--- src/rtl/seq_div_pkg.sv ---
// Shared definitions for the sequential radix-2 divider: FSM encoding and default widths.
package seq_div_pkg;

    localparam int DW_DEFAULT = 32;
    localparam int VW_DEFAULT = 16;

    typedef enum logic [1:0] {
        IDLE = 2'd0,
        RUN  = 2'd1,
        DONE = 2'd2
    } state_t;

endpackage

--- src/rtl/seq_div_step.sv ---
// One restoring-division iteration: shift the next dividend bit into the partial
// remainder, subtract the divisor when it fits, and report the quotient bit.
module seq_div_step
    import seq_div_pkg::*;
#(
    parameter int VW = VW_DEFAULT
) (
    input  logic [VW:0]   part_i,
    input  logic          bit_i,
    input  logic [VW-1:0] divisor_i,
    output logic [VW:0]   part_o,
    output logic          qbit_o
);

    localparam int PW = VW + 1;

    logic [VW+1:0] shifted;

    always_comb begin
        shifted = {part_i, bit_i};
        qbit_o  = (shifted >= {2'b00, divisor_i});
        // With a zero divisor the top bit falls off, leaving a sliding window of dividend bits
        part_o  = qbit_o ? PW'(shifted - {2'b00, divisor_i}) : shifted[VW:0];
    end

endmodule

--- src/rtl/seq_div32_16.sv ---
// Sequential unsigned DW/VW divider, one quotient bit per clock, MSB first.
// Define SEQ_DIV_DBZ_EN to add the dbz flag and a one-cycle exit for a zero divisor.
module seq_div32_16
    import seq_div_pkg::*;
#(
    parameter int DW = DW_DEFAULT,
    parameter int VW = VW_DEFAULT
) (
    input  logic          clk,
    input  logic          rst,
    input  logic          start,
    input  logic [DW-1:0] dividend,
    input  logic [VW-1:0] divisor,
    output logic          busy,
    output logic          done,
    output logic [DW-1:0] quotient,
    output logic [VW-1:0] remainder
`ifdef SEQ_DIV_DBZ_EN
    ,
    output logic          dbz
`endif
);

    // state | meaning
    // IDLE  | waiting for start, last result held
    // RUN   | resolving one quotient bit per edge, DW edges total
    // DONE  | result valid, done high for this single cycle

    localparam int            CW       = (DW > 1) ? $clog2(DW) : 1;
    localparam logic [CW-1:0] CNT_LAST = CW'(DW - 1);

    state_t        state_q, state_d;
    logic [CW-1:0] cnt_q, cnt_d;
    logic [DW-1:0] work_q, work_d;
    logic [VW:0]   part_q, part_d, part_nxt;
    logic [VW-1:0] divr_q, divr_d;
    logic [DW-1:0] quot_q, quot_d;
    logic [VW-1:0] rem_q, rem_d;
    logic          qbit;
`ifdef SEQ_DIV_DBZ_EN
    logic          dbz_q, dbz_d;
`endif

    seq_div_step #(.VW(VW)) u_step (
        .part_i    (part_q),
        .bit_i     (work_q[DW-1]),
        .divisor_i (divr_q),
        .part_o    (part_nxt),
        .qbit_o    (qbit)
    );

    always_ff @(posedge clk or posedge rst) begin
        if (rst) begin
            state_q <= IDLE;
            cnt_q   <= '0;
            work_q  <= '0;
            part_q  <= '0;
            divr_q  <= '0;
            quot_q  <= '0;
            rem_q   <= '0;
`ifdef SEQ_DIV_DBZ_EN
            dbz_q   <= 1'b0;
`endif
        end else begin
            state_q <= state_d;
            cnt_q   <= cnt_d;
            work_q  <= work_d;
            part_q  <= part_d;
            divr_q  <= divr_d;
            quot_q  <= quot_d;
            rem_q   <= rem_d;
`ifdef SEQ_DIV_DBZ_EN
            dbz_q   <= dbz_d;
`endif
        end
    end

    always_comb begin
        state_d = state_q;
        cnt_d   = cnt_q;
        work_d  = work_q;
        part_d  = part_q;
        divr_d  = divr_q;
        quot_d  = quot_q;
        rem_d   = rem_q;
`ifdef SEQ_DIV_DBZ_EN
        dbz_d   = dbz_q;
`endif
        case (state_q)
            IDLE, DONE: begin
                state_d = IDLE;
                if (start) begin
                    state_d = RUN;
                    cnt_d   = '0;
                    work_d  = dividend;
                    part_d  = '0;
                    divr_d  = divisor;
`ifdef SEQ_DIV_DBZ_EN
                    if (divisor == '0) begin
                        state_d = DONE;
                        quot_d  = '1;
                        rem_d   = dividend[VW-1:0];
                        dbz_d   = 1'b1;
                    end
`endif
                end
            end
            RUN: begin
                // Dividend bits leave at the top while quotient bits enter at the bottom
                work_d = {work_q[DW-2:0], qbit};
                part_d = part_nxt;
                cnt_d  = cnt_q + CW'(1);
                if (cnt_q == CNT_LAST) begin
                    state_d = DONE;
                    cnt_d   = '0;
                    quot_d  = {work_q[DW-2:0], qbit};
                    rem_d   = part_nxt[VW-1:0];
`ifdef SEQ_DIV_DBZ_EN
                    dbz_d   = 1'b0;
`endif
                end
            end
            default: state_d = IDLE;
        endcase
    end

    assign busy      = (state_q == RUN);
    assign done      = (state_q == DONE);
    assign quotient  = quot_q;
    assign remainder = rem_q;
`ifdef SEQ_DIV_DBZ_EN
    assign dbz       = dbz_q;
`endif

endmodule

--- config.mk ---
export PLATFORM = sky130hd
export DESIGN_NAME = seq_div32_16
export DESIGN_NICKNAME = d
export VERILOG_FILES = /design/src/rtl/seq_div_pkg.sv /design/src/rtl/seq_div_step.sv /design/src/rtl/seq_div32_16.sv
export SDC_FILE = /design/constraint.sdc
export NUM_CORES = 1
export LEC_CHECK = 0
export BUFFER_PORTS_ARGS = -buffer_cell sky130_fd_sc_hd__buf_2
export CAP_MARGIN = 20
export CORE_UTILIZATION = 51
export DETAILED_ROUTE_END_ITERATION = 10
export GPL_TIMING_DRIVEN = 0
export PLACE_DENSITY = 0.76
export REMOVE_ABC_BUFFERS = 1
export SETUP_SLACK_MARGIN = 0.2
export SYNTH_ARGS = -nofsm -noshare
export SYNTH_HDL_FRONTEND = slang
export SYNTH_HIERARCHICAL = 1
export SYNTH_SLANG_ARGS = --single-unit
--- constraint.sdc ---
create_clock -name clk -period 4.2 [get_ports clk]
set_clock_uncertainty 0.15 [all_clocks]
set_input_delay 0.84 -clock clk [delete_from_list [all_inputs] [get_ports clk]]
set_output_delay 0.84 -clock clk [all_outputs]
set_load 0.05 [all_outputs]
Word level (Yosys, flattened, before mapping)
Index checks and enable logic that the tools add are counted.
W data, S select, Z words.
{"block": "totals", "ff_bits": 120, "input_bits": 51, "out_inout_bits": 50, "wordCells": 32}
{"block": "op_classes", "addsub": 2, "order_cmp": 1, "eq_ne": 5, "muxes": 11, "n_reduce_logical": 6}
{"cell": "$pmux W32 S2", "count": 1}
{"cell": "$mux W17", "count": 2}
{"cell": "$pmux W17 S2", "count": 1}
{"cell": "$mux W32", "count": 1}
{"cell": "$ge A18 B16 Y1", "count": 1}
{"cell": "$sub A17 B16 Y17", "count": 1}
{"cell": "$mux W5", "count": 2}
{"cell": "$pmux W5 S2", "count": 1}
{"cell": "$reduce_and A2 Y1", "count": 3}
{"cell": "$add A5 B1 Y5 const B", "count": 1}
{"cell": "$eq A5 B5 Y1 const B", "count": 1}
{"cell": "$pmux W2 S2", "count": 1}
{"cell": "$eq A2 B1 Y1 const B", "count": 1}
{"cell": "$eq A2 B2 Y1 const B", "count": 1}
{"cell": "$logic_not A2 Y1", "count": 1}
{"cell": "$mux W2", "count": 1}
{"cell": "$ne A2 B1 Y1 const B", "count": 1}
{"cell": "$ne A2 B2 Y1 const B", "count": 1}
{"cell": "$reduce_bool A2 Y1", "count": 1}
{"cell": "$reduce_or A2 Y1", "count": 1}
{"cell": "$mux W1", "count": 1}

Depth between registers and ports, before layout
{"block": "depth", "word_depth": 4, "depth_mapped": 12, "ltp_nobuf": 11}

Modules after synthesis
Netlist, hierarchy kept.
{"module": "seq_div32_16", "instances": 1, "cells_each": 415, "area_per_inst_um2": 4907.2}
{"module": "seq_div_step", "instances": 1, "cells_each": 159, "area_per_inst_um2": 1068.5}

Worst setup path before layout
No wires, ideal clock.
{"block": "synth_path", "path_kind": "reg-to-reg", "start": "reg work_q[31]", "end": "reg rem_q[12] (netlist: remainder[12])", "setup_time_ns": 0.125, "t_arrival_ns": 2.596, "t_required_ns": 3.925, "setup_slack_ns": 1.329, "path_stages_with_launch": 12, "path_buffers": 1, "cell_sequence": "dfrtp_1 > inv_1 > ha_1 > inv_1 > fa_1 > a21o_1 > a221o_1 > o211ai_2 > nand3_4 > buf_6 > mux2_4 > mux2_4"}
{"block": "synth_via", "elab_chain_cells": 2, "word_cells_on_any_way": 3}
{"element": "start, declared", "line": "seq_div32_16.sv:34", "rtl": "logic [DW-1:0] work_q, work_d;"}
{"element": "start signal, assigned", "line": "seq_div32_16.sv:67", "rtl": "work_q <= work_d;"}
{"element": "$sub A17 B16 Y17 / $ge A18 B16 Y1 (equally long branches)", "line": "seq_div_step.sv:23, seq_div_step.sv:21"}
{"element": "$mux W17 *", "line": "seq_div_step.sv:23", "rtl": "part_o = qbit_o ? PW'(shifted - {2'b00, divisor_i}) : shifted[VW:0];"}
{"element": "net part_nxt[12]", "line": "seq_div32_16.sv:35", "rtl": "logic [VW:0] part_q, part_d, part_nxt;"}
{"element": "end signal, assigned", "line": "seq_div32_16.sv:71", "rtl": "rem_q <= rem_d;"}
{"element": "end, declared", "line": "seq_div32_16.sv:38", "rtl": "logic [VW-1:0] rem_q, rem_d;"}
The timed path passes the listed nets; every way through them passes the cells marked *.
A chain may end at the register's enable or synchronous reset.

Worst setup path in the final report
{"block": "layout_path", "start": "reg work_q[31]", "end": "reg rem_q[8] (netlist: remainder[8])"}
{"block": "layout_via", "elab_chain_cells": 2, "word_cells_on_any_way": 3}
{"element": "$ge A18 B16 Y1", "line": "seq_div_step.sv:21", "rtl": "qbit_o = (shifted >= {2'b00, divisor_i});"}
{"element": "net qbit", "line": "seq_div32_16.sv:39", "rtl": "logic qbit;"}
{"element": "$mux W17", "line": "seq_div_step.sv:23"}
{"element": "net part_nxt[8]", "line": "seq_div32_16.sv:35"}
The timed path passes the listed nets, and every way through them passes these cells.

==> flow_metrics.py <==
metrics = {
    "synth": {
        "yosys-top-cells-area": "dfrtp_1, mux2_4, nand2_1",
        "synth_flop_cell": "dfrtp_1",
        "ys_types": 48,
        "synth.most_common_cell": "nand2_1",
        "synth_cells": 574,
        "ys_seq_area_share_pct": 50.3,
        "ys_ff_latch": 120,
        "synth_area_per_cell_sq_um": 10.4,
        "syn_area_sq_um": 5980,
        "synth_top_area_cell": "dfrtp_1",
        "synthTopCellsByCount": "nand2_1, dfrtp_1, nor2_1, a31oi_1, mux2_4",
        "synth_top_area_share_pct": 50.3,
        "synth-edff-count": 0,
        "async_reset_ff_share_pct": 100,
        "ys_warn_count": 6,
    },
    "route": {
        "final_antenna_net_count": 0,
        "drc": 0,
        "initialDrtViolationCount": 150,
        "wl_mm": 13.1,
        "dr.pass1.iters": 6,
        "viasPerCell": 5.46,
        "drt-wirelength-per-cell_microns": 15.9,
        "routed-via-count": 4479,
    },
    "status": {
        "run_status": "finished clean",
    },
    "placed_design": {
        "gp_congestion": 0.853,
        "place_area_sq_um": 6580,
        "dp_hpwl_mm": 8.41,
        "io_buffers": 100,
    },
    "timing": {
        "hold_viol_final": 0,
        "slew_violations": 0,
        "tightest_slew_ps": 799,
        "max_slew_margin_pct": 46.6,
        "rsz0062_at_grt": "false",
        "final.period_utilization_pct": 76.1,
        "finalSetupViolCount": 0,
        "fin_hold_ws_ps": 327,
        "min_period_ps": 3200,
        "fmax_mhz": 313,
    },
    "floorplanning": {
        "chipWidth_microns": 110,
        "rows": 39,
        "die_h_microns": 110,
        "die_area_sq_um": 12200,
        "initial_utilization_pct": 52.3,
        "num_io_pins": 101,
        "core_sq_um": 11400,
    },
    "clock_network": {
        "cts_buffer_depth": 2,
        "root_buffer": "clkbuf_16",
        "clk_pin_slew_worst_paths_ps": 50,
        "cts_tree": "done",
        "htree_levels": 4,
        "cts_hold_buf": 0,
        "cts_resized": 0,
        "clk_latency_ps": 400,
        "cts_buffers": 17,
        "clkSinkCount": 120,
        "post_cts_buffers": 0,
    },
    "global_routing": {
        "grt_pass1_wl_mm": 21.8,
        "grt-ovfl-total": 0,
        "track_usage_pct": 23.5,
        "grt_max_degree": 62,
        "grt_pass1_vias": 4624,
        "antenna_found_initial": 0,
    },
    "finish": {
        "antenna_cells": 0,
        "layout-drive-gt1-share_pct": 27.9,
        "finalInstanceArea_sq_um": 7250,
        "syn2layout_area_growth_pct": 21.4,
        "fillers": 921,
        "final_nets": 735,
        "post-route-util_pct": 63.5,
    },
    "pwr": {
        "worst_ir_drop_vdd_mv": 0.456,
        "finalPower_mw": 7.53,
        "p_leak_nw": 3.68,
        "powerDensity_nw_per_um2": 1040,
    },
    "worst_setup_path": {
        "worstPathMaxFanout": 27,
        "worst_setup_path_start_kind": "flop",
        "worstPathArrival_ps": 3330,
        "crit_required_ps": 4330,
        "critical_path_class": "flop to flop",
        "rrSetupSlack_ps": 1000,
        "endpoint_kind": "flop",
    },
    "hold_path": {
        "hold_path.class": "flop to flop",
    },
    "flow_run": {
        "max-cap-violations": 0,
    },
}
==> worst max-delay path, stage by stage (launching register included) <==
cell	delay, ps
dfrtp_1	400
inv_1	70
ha_1	150
inv_1	50
fa_1	410
a21o_1	230
a221o_1	400
o211ai_2	210
nand3_4	320
mux2_2	420
mux2_4	270
==> flip-flops by register name, summed over array words and instances (netlist names) <==
signal,count
divr_q,16
state_q,2
part_q,17
quotient,32
work_q,32
cnt_q,5
remainder,16
==> cell usage in the layout (no fill, tap or decap), drive strengths merged, types with 5 or more instances in the layout <==
| cell | count |
|---|---|
| nor2 | 54 |
| inv | 24 |
| mux2 | 56 |
| xnor2 | 5 |
| bufinv | 7 |
| dfrtp | 120 |
| ha | 18 |
| a21oi | 16 |
| a22o | 19 |
| a31oi | 34 |
| nand2b | 6 |
| buf | 104 |
| clkbuf | 22 |
| o21ai | 11 |
| xor2 | 8 |
| a211oi | 6 |
| nand2 | 124 |
| nand3 | 6 |
==> worst paths after layout <==
check                                            to                   start  cells past startpoint
max                        remainder[8]$_DFFE_PP0P_  work_q[31]$_DFFE_PP0P_                     10
min                          divr_q[13]$_DFFE_PP0P_  divr_q[13]$_DFFE_PP0P_                      2
min in group asynchronous   quotient[3]$_DFFE_PP0P_                     rst                      2
min reg2reg                  divr_q[13]$_DFFE_PP0P_  divr_q[13]$_DFFE_PP0P_                      2
max in group asynchronous    part_q[10]$_DFFE_PP0P_                     rst                      3
max reg2reg                remainder[8]$_DFFE_PP0P_  work_q[31]$_DFFE_PP0P_                     10
==> logic make-up (layout without fill, tap and decap cells) <==
kind of cell               count (synthesis)  after routing  share of synthesized area [%]
buffers and inverters                     56            159                           4.82
DFF                                      120            120                           50.3
xor gates and xnor gates                  13             13                           1.91
muxes                                     56             56                           12.6
and+or+nand+nor                          206            206                           14.5
adders and majority gates                 19             19                           4.10
AOI/OAI and AO/OA                        104            104                           11.9
==> final cells by class <==
| class | instances | area, sq um | area share (%) |
|---|---|---|---|
| multi-input combinational | 398 | 2700 | 37.2 |
| clock inverter | 9 | 220 | 3.04 |
| sequential | 120 | 3000 | 41.4 |
| inverter | 24 | 105 | 1.45 |
| clock buffer | 22 | 454 | 6.26 |
| timing repair buffer | 104 | 596 | 8.21 |
| tap | 143 | 179 | 2.47 |
==> through the flow <==
step | instances | worst slack [ps] | setup TNS [ps]
after global routing | 820 | 898 | 0
after CTS | 820 | 1020 | 0
final | 820 | 1000 | 0
after detailed placement | 789 | 1060 | 0
after floorplan | 542 | 24.2 | 0
after global placement | 785 | -1190 | -173430
==> power breakdown <==
part / internal, mW / total [mW] / switching, mW / leakage [nW]
clock: 1.18 / 1.68 / 0.499 / 0.328
combinational: 1.55 / 3.84 / 2.29 / 1.92
sequential: 1.67 / 2.00 / 0.336 / 1.43
==> metal layers <==
| metal | up-vias | global-route usage (%) | share of wire [%] |
|---|---|---|---|
| met5 | - | 0 | 0 |
| met1 | 2191 | 28.5 | 43 |
| met3 | 18 | 8.29 | 6.8 |
| li1 | 2155 | - | - |
| met2 | 115 | 38.9 | 48 |
| met4 | 0 | 7.99 | 1.6 |
No activity file was read; power rests on OpenSTA's default activity.
